[src/rtl/mem_arbiter.sv]
// Multi-channel memory arbiter: grants one requester at a time (fixed priority or
// round-robin) and moves 1/2/4-byte little-endian transfers over a byte-wide RAM port.
module mem_arbiter #(
  parameter int unsigned NUM_CH   = 3,
  parameter int unsigned ARB_MODE = 0
) (
  input  logic                  clk_in,
  input  logic                  rst_in,
  input  logic                  rdy_in,
  input  logic [7:0]            mem_din,
  output logic [7:0]            mem_dout,
  output logic [31:0]           mem_a,
  output logic                  mem_wr,
  input  logic [NUM_CH-1:0]     ch_req,
  input  logic [NUM_CH-1:0]     ch_wr,
  input  logic [2*NUM_CH-1:0]   ch_len,
  input  logic [32*NUM_CH-1:0]  ch_addr,
  input  logic [32*NUM_CH-1:0]  ch_wdata,
  output logic [NUM_CH-1:0]     ch_ready,
  output logic [31:0]           result
);

  localparam int unsigned IDX_W = (NUM_CH > 1) ? $clog2(NUM_CH) : 1;

  typedef enum logic {IDLE, BUSY} state_t;
  state_t state, state_nxt;

  logic [IDX_W-1:0] win, gnt, last_grant;
  logic             found;
  int unsigned      idx;
  logic             grant, step, done;
  logic             wr_q, mem_wr_q;
  logic [2:0]       len_dec, len_q, cnt;
  logic [31:0]      addr_q, result_q;
  logic [3:0][7:0]  wdata_q, rbuf, rmerge;

  logic [1:0]       len_a   [NUM_CH];
  logic [31:0]      addr_a  [NUM_CH];
  logic [31:0]      wdata_a [NUM_CH];

  for (genvar g = 0; g < NUM_CH; g++) begin : g_unpack
    assign len_a[g]   = ch_len[2*g +: 2];
    assign addr_a[g]  = ch_addr[32*g +: 32];
    assign wdata_a[g] = ch_wdata[32*g +: 32];
  end

  // Winner search; round-robin starts just after the previous grant and wraps
  always_comb begin
    win   = '0;
    found = 1'b0;
    idx   = 0;
    for (int unsigned i = 0; i < NUM_CH; i++) begin
      if (ARB_MODE == 1) idx = (32'(last_grant) + 32'd1 + i) % NUM_CH;
      else               idx = i;
      if (!found && ch_req[IDX_W'(idx)]) begin
        found = 1'b1;
        win   = IDX_W'(idx);
      end
    end
  end

  always_comb begin
    case (len_a[win])
      2'd0:    len_dec = 3'd1;
      2'd1:    len_dec = 3'd2;
      default: len_dec = 3'd4;
    endcase
  end

  // Final read byte arrives in the done cycle, so it is merged in combinationally
  always_comb begin
    rmerge = rbuf;
    if (cnt != 3'd0) rmerge[2'(cnt - 3'd1)] = mem_din;
  end

  always_ff @(posedge clk_in or posedge rst_in) begin
    if (rst_in) state <= IDLE;
    else        state <= state_nxt;
  end

  always_comb begin
    state_nxt = state;
    grant     = 1'b0;
    step      = 1'b0;
    done      = (state == BUSY) && (cnt == len_q);
    if (rdy_in) begin
      case (state)
        IDLE: begin
          if (found) begin
            grant     = 1'b1;
            state_nxt = BUSY;
          end
        end
        BUSY: begin
          step = 1'b1;
          if (done) state_nxt = IDLE;
        end
        default: state_nxt = IDLE;
      endcase
    end
  end

  // Operand latch at grant, then one byte per enabled edge
  always_ff @(posedge clk_in or posedge rst_in) begin
    if (rst_in) begin
      gnt        <= '0;
      last_grant <= IDX_W'(NUM_CH - 1);
      wr_q       <= 1'b0;
      len_q      <= 3'd0;
      cnt        <= 3'd0;
      addr_q     <= 32'd0;
      wdata_q    <= '0;
      rbuf       <= '0;
      result_q   <= 32'd0;
      mem_a      <= 32'd0;
      mem_dout   <= 8'd0;
      mem_wr_q   <= 1'b0;
    end else if (grant) begin
      gnt        <= win;
      last_grant <= win;
      wr_q       <= ch_wr[win];
      len_q      <= len_dec;
      cnt        <= 3'd0;
      addr_q     <= addr_a[win];
      wdata_q    <= wdata_a[win];
      rbuf       <= '0;
      mem_a      <= addr_a[win];
      mem_dout   <= wdata_a[win][7:0];
      mem_wr_q   <= ch_wr[win];
    end else if (step) begin
      if (done) begin
        if (!wr_q) result_q <= rmerge;
      end else begin
        cnt <= cnt + 3'd1;
        if (!wr_q) rbuf <= rmerge;
        if ((cnt + 3'd1) < len_q) begin
          mem_a    <= addr_q + 32'(cnt + 3'd1);
          mem_dout <= wdata_q[2'(cnt + 3'd1)];
        end else begin
          mem_wr_q <= 1'b0;
        end
      end
    end
  end

  assign mem_wr   = mem_wr_q & rdy_in;
  assign ch_ready = (done && rdy_in) ? (NUM_CH'(1) << gnt) : '0;
  assign result   = (done && !wr_q) ? rmerge : result_q;

endmodule

[config.mk]
export PLATFORM = sky130hd
export DESIGN_NAME = mem_arbiter
export DESIGN_NICKNAME = d
export VERILOG_FILES = /design/src/rtl/mem_arbiter.sv
export SDC_FILE = /design/constraint.sdc
export NUM_CORES = 1
export LEC_CHECK = 0
export CORE_ASPECT_RATIO = 0.8
export CORE_MARGIN = 5
export CORE_UTILIZATION = 44
export DETAILED_ROUTE_END_ITERATION = 8
export PLACE_DENSITY_LB_ADDON = 0.1
export RECOVER_POWER = 100
export SYNTH_ARGS = -nofsm -noshare
export SYNTH_HDL_FRONTEND = slang
export SYNTH_SLANG_ARGS = --single-unit
[constraint.sdc]
create_clock -name clk_in -period 5.33 [get_ports clk_in]
set_input_delay 0.533 -clock clk_in [delete_from_list [all_inputs] [get_ports clk_in]]
set_output_delay 0.533 -clock clk_in [all_outputs]
set_load 0.01 [all_outputs]
==> results.yml <==
setup_path:
  cp.arrival_ns: 4.80
  crit_type: "input pin to register"
  path_max_fanout: 59
  crit_required_ns: 5.59
  worst_setup_path_start_kind: "input pin"
  endpoint_kind: "register"
flow_run:
  cap_violations: 3
routing:
  initialDrtViolationCount: 811
  drt_wl_total_mm: 32.5
  firstDrtPassIters: 5
  drc: 0
  ant_nets: 0
  vias: 9461
  wl_per_cell_um: 18.9
  viasPerCell: 5.51
placed_design:
  globalplace.congestion: 0.813
  dp_cells: 1683
  dpl-instance-area_mm2: 0.0130
  pre_cts_slack_ns: 1.61
  hpwl_mm: 23.4
  portBuffers: 290
sta:
  drv_slew: 305
  slew_headroom_pct: -70.4
  tns_ns: 0
  finalCriticalPeriod_ns: 4.55
  hold_viol: 0
  clock_skew_ns: 0.0128
  fmax_mhz: 220
  fin_ws_ns: 0.782
  finalCritPeriodShare_pct: 85.3
  max_slew.worst_pin.slew_ns: 2.56
  rsz0062_at_grt: "false"
  setup_viol: 0
  hold_slack_ns: 0.477
finish:
  drive_gt1_share_pct: 4.68
  syn_to_final_growth_pct: 36.0
  nNetsFinal: 1623
  postLayoutCoreUtil_pct: 60.6
  stdcell_count: 1718
  design_area_mm2: 0.0136
cts:
  cts_hold_buf: 0
  cts_root_buf: "clkbuf_16"
  cts_setup_buffers: 0
  clock-sinks: 179
  insertion_delay_ns: 0.43
  path_clk_slew_ns: 0.07
  cts.path.max_buffers: 2
  post_cts_resized: 0
  cts_buffers: 17
  cts_max_level: 4
  cts_tree: "done"
global_routing:
  grt_pass1_wl_mm: 50.9
  met3_usage_pct: 6.10
  grt_antenna_before_repair: 3
  met2_usage_pct: 39.5
  grt_max_degree: 180
  met1_usage_pct: 35.4
  grt_busiest_layer: "met2"
  grt_pass1_vias: 9086
  grt_usage_pct: 25.2
  grt_overflow: 0
synth:
  syn_avg_cell_area_um2: 8.55
  synth_most_common_cell: "nand2_1"
  syn_inst: 1166
  ys_seq_area_share_pct: 44.9
  synth_area_leader_cell: "dfrtp_1"
  synth_top_area_share_pct: 44.9
  synth-edff-count: 0
  ys.flop_type: "dfrtp_1"
  synthTopCellsByArea: "dfrtp_1, nand2_1, o21ai_0"
  synth_async_sr_flop_share_pct: 100
  synth-warning-count: 0
  synth_nets: 1393
  synth_cell_types: 62
  synth.top_cells.by_count: "nand2_1, dfrtp_1, o21ai_0"
  syn-cell-area_mm2: 0.00997
  synth-seq-cells: 179
floorplan:
  die_area_mm2: 0.0258
  fp.coreArea_mm2: 0.0224
  ios: 291
  die_w_um: 178
  fp-row-count: 49
  chipHeight_um: 145
  start_util_pct: 44.6
power_and_ir_drop:
  powerDensity_mw_per_mm2: 511
  peakVddDrop_mv: 0.344
  report.power.total_mw: 6.94
  leakage_nw: 6.01
worst_hold_path:
  hold_class: "register to register"
outcome:
  status: "complete, but fails checks"
  violations: "max-capacitance violations, max-slew violations"
## final cells by class
type,count,area (um^2)
Fill cell,1964,8820
Multi-Input combinational cell,876,5060
Sequential cell,179,4480
Timing Repair Buffer,301,2980
Clock buffer,18,439
Tap cell,306,383
Clock inverter,14,130
Inverter,21,82.6
Antenna cell,3,7.51
## state kept, by name (all words and copies together), names as in the netlist, 2 cells and up
register  cells
mem_a        32
len_q         3
rbuf         32
addr_q       32
mem_dout      8
gnt           2
result_q     32
cnt           3
wdata_q      32
## cell families (layout without fill, tap and decap cells)
group	Yosys count	count (layout)	synth area share (%)
other	0	3	0
AOI/OAI and AO/OA	354	354	21.9
buffers and inverters	111	354	4.57
adders and majority gates	12	12	1.58
muxes	51	51	6.12
xor gates and xnor gates	31	31	2.72
DFF	179	179	44.9
and+or+nand+nor	428	428	18.2
## placed cells by master, fill, tap and decap left out, types with 26 or more instances in the layout
cell type,instances
mux2i_1,43
o21ai_0,112
clkdlybuf4s50_1,213
a21o_1,26
o22ai_1,26
dfrtp_1,179
a21oi_1,102
nor2_1,85
dlygate4sd3_1,77
nand2_1,274
## power breakdown
| group | internal, mW | leakage, nW | switching [mW] |
|---|---|---|---|
| clock network | 0.660 | 0.254 | 0.562 |
| registers | 2.01 | 2.24 | 0.485 |
| logic | 1.51 | 3.52 | 1.70 |
| total | 4.19 | 6.01 | 2.75 |
## layer usage
layer,up-vias,part of all wire [%]
li1,4548,-
met1,4593,45
met2,286,46
met3,34,6.6
met4,0,2.0
met5,-,0
## worst max-delay path, cell delays in order
cell and delay (ns):
dlygate4sd3_1 0.88, o311ai_4 0.37, clkbuf_1 1.85, buf_4 0.66
a311oi_1 0.20, o21bai_1 0.28
## path summary, 6_finish.rpt
path,startpoint,to,slack (ns),cells after the start
max,ch_req[2],mem_a[2]$_DFFE_PP0P_,0.78,6
min,wdata_q[3]$_DFFE_PP0P_,wdata_q[3]$_DFFE_PP0P_,0.48,1
max reg2reg,state$_DFFE_PP0P_,mem_a[2]$_DFFE_PP0P_,1.31,6
min reg2reg,wdata_q[3]$_DFFE_PP0P_,wdata_q[3]$_DFFE_PP0P_,0.48,1
max in group asynchronous,rst_in,rbuf[11]$_DFFE_PP0P_,2.21,3
min in group asynchronous,rst_in,wdata_q[10]$_DFFE_PP0P_,1.50,3
Power figures use the tool's default switching activity.
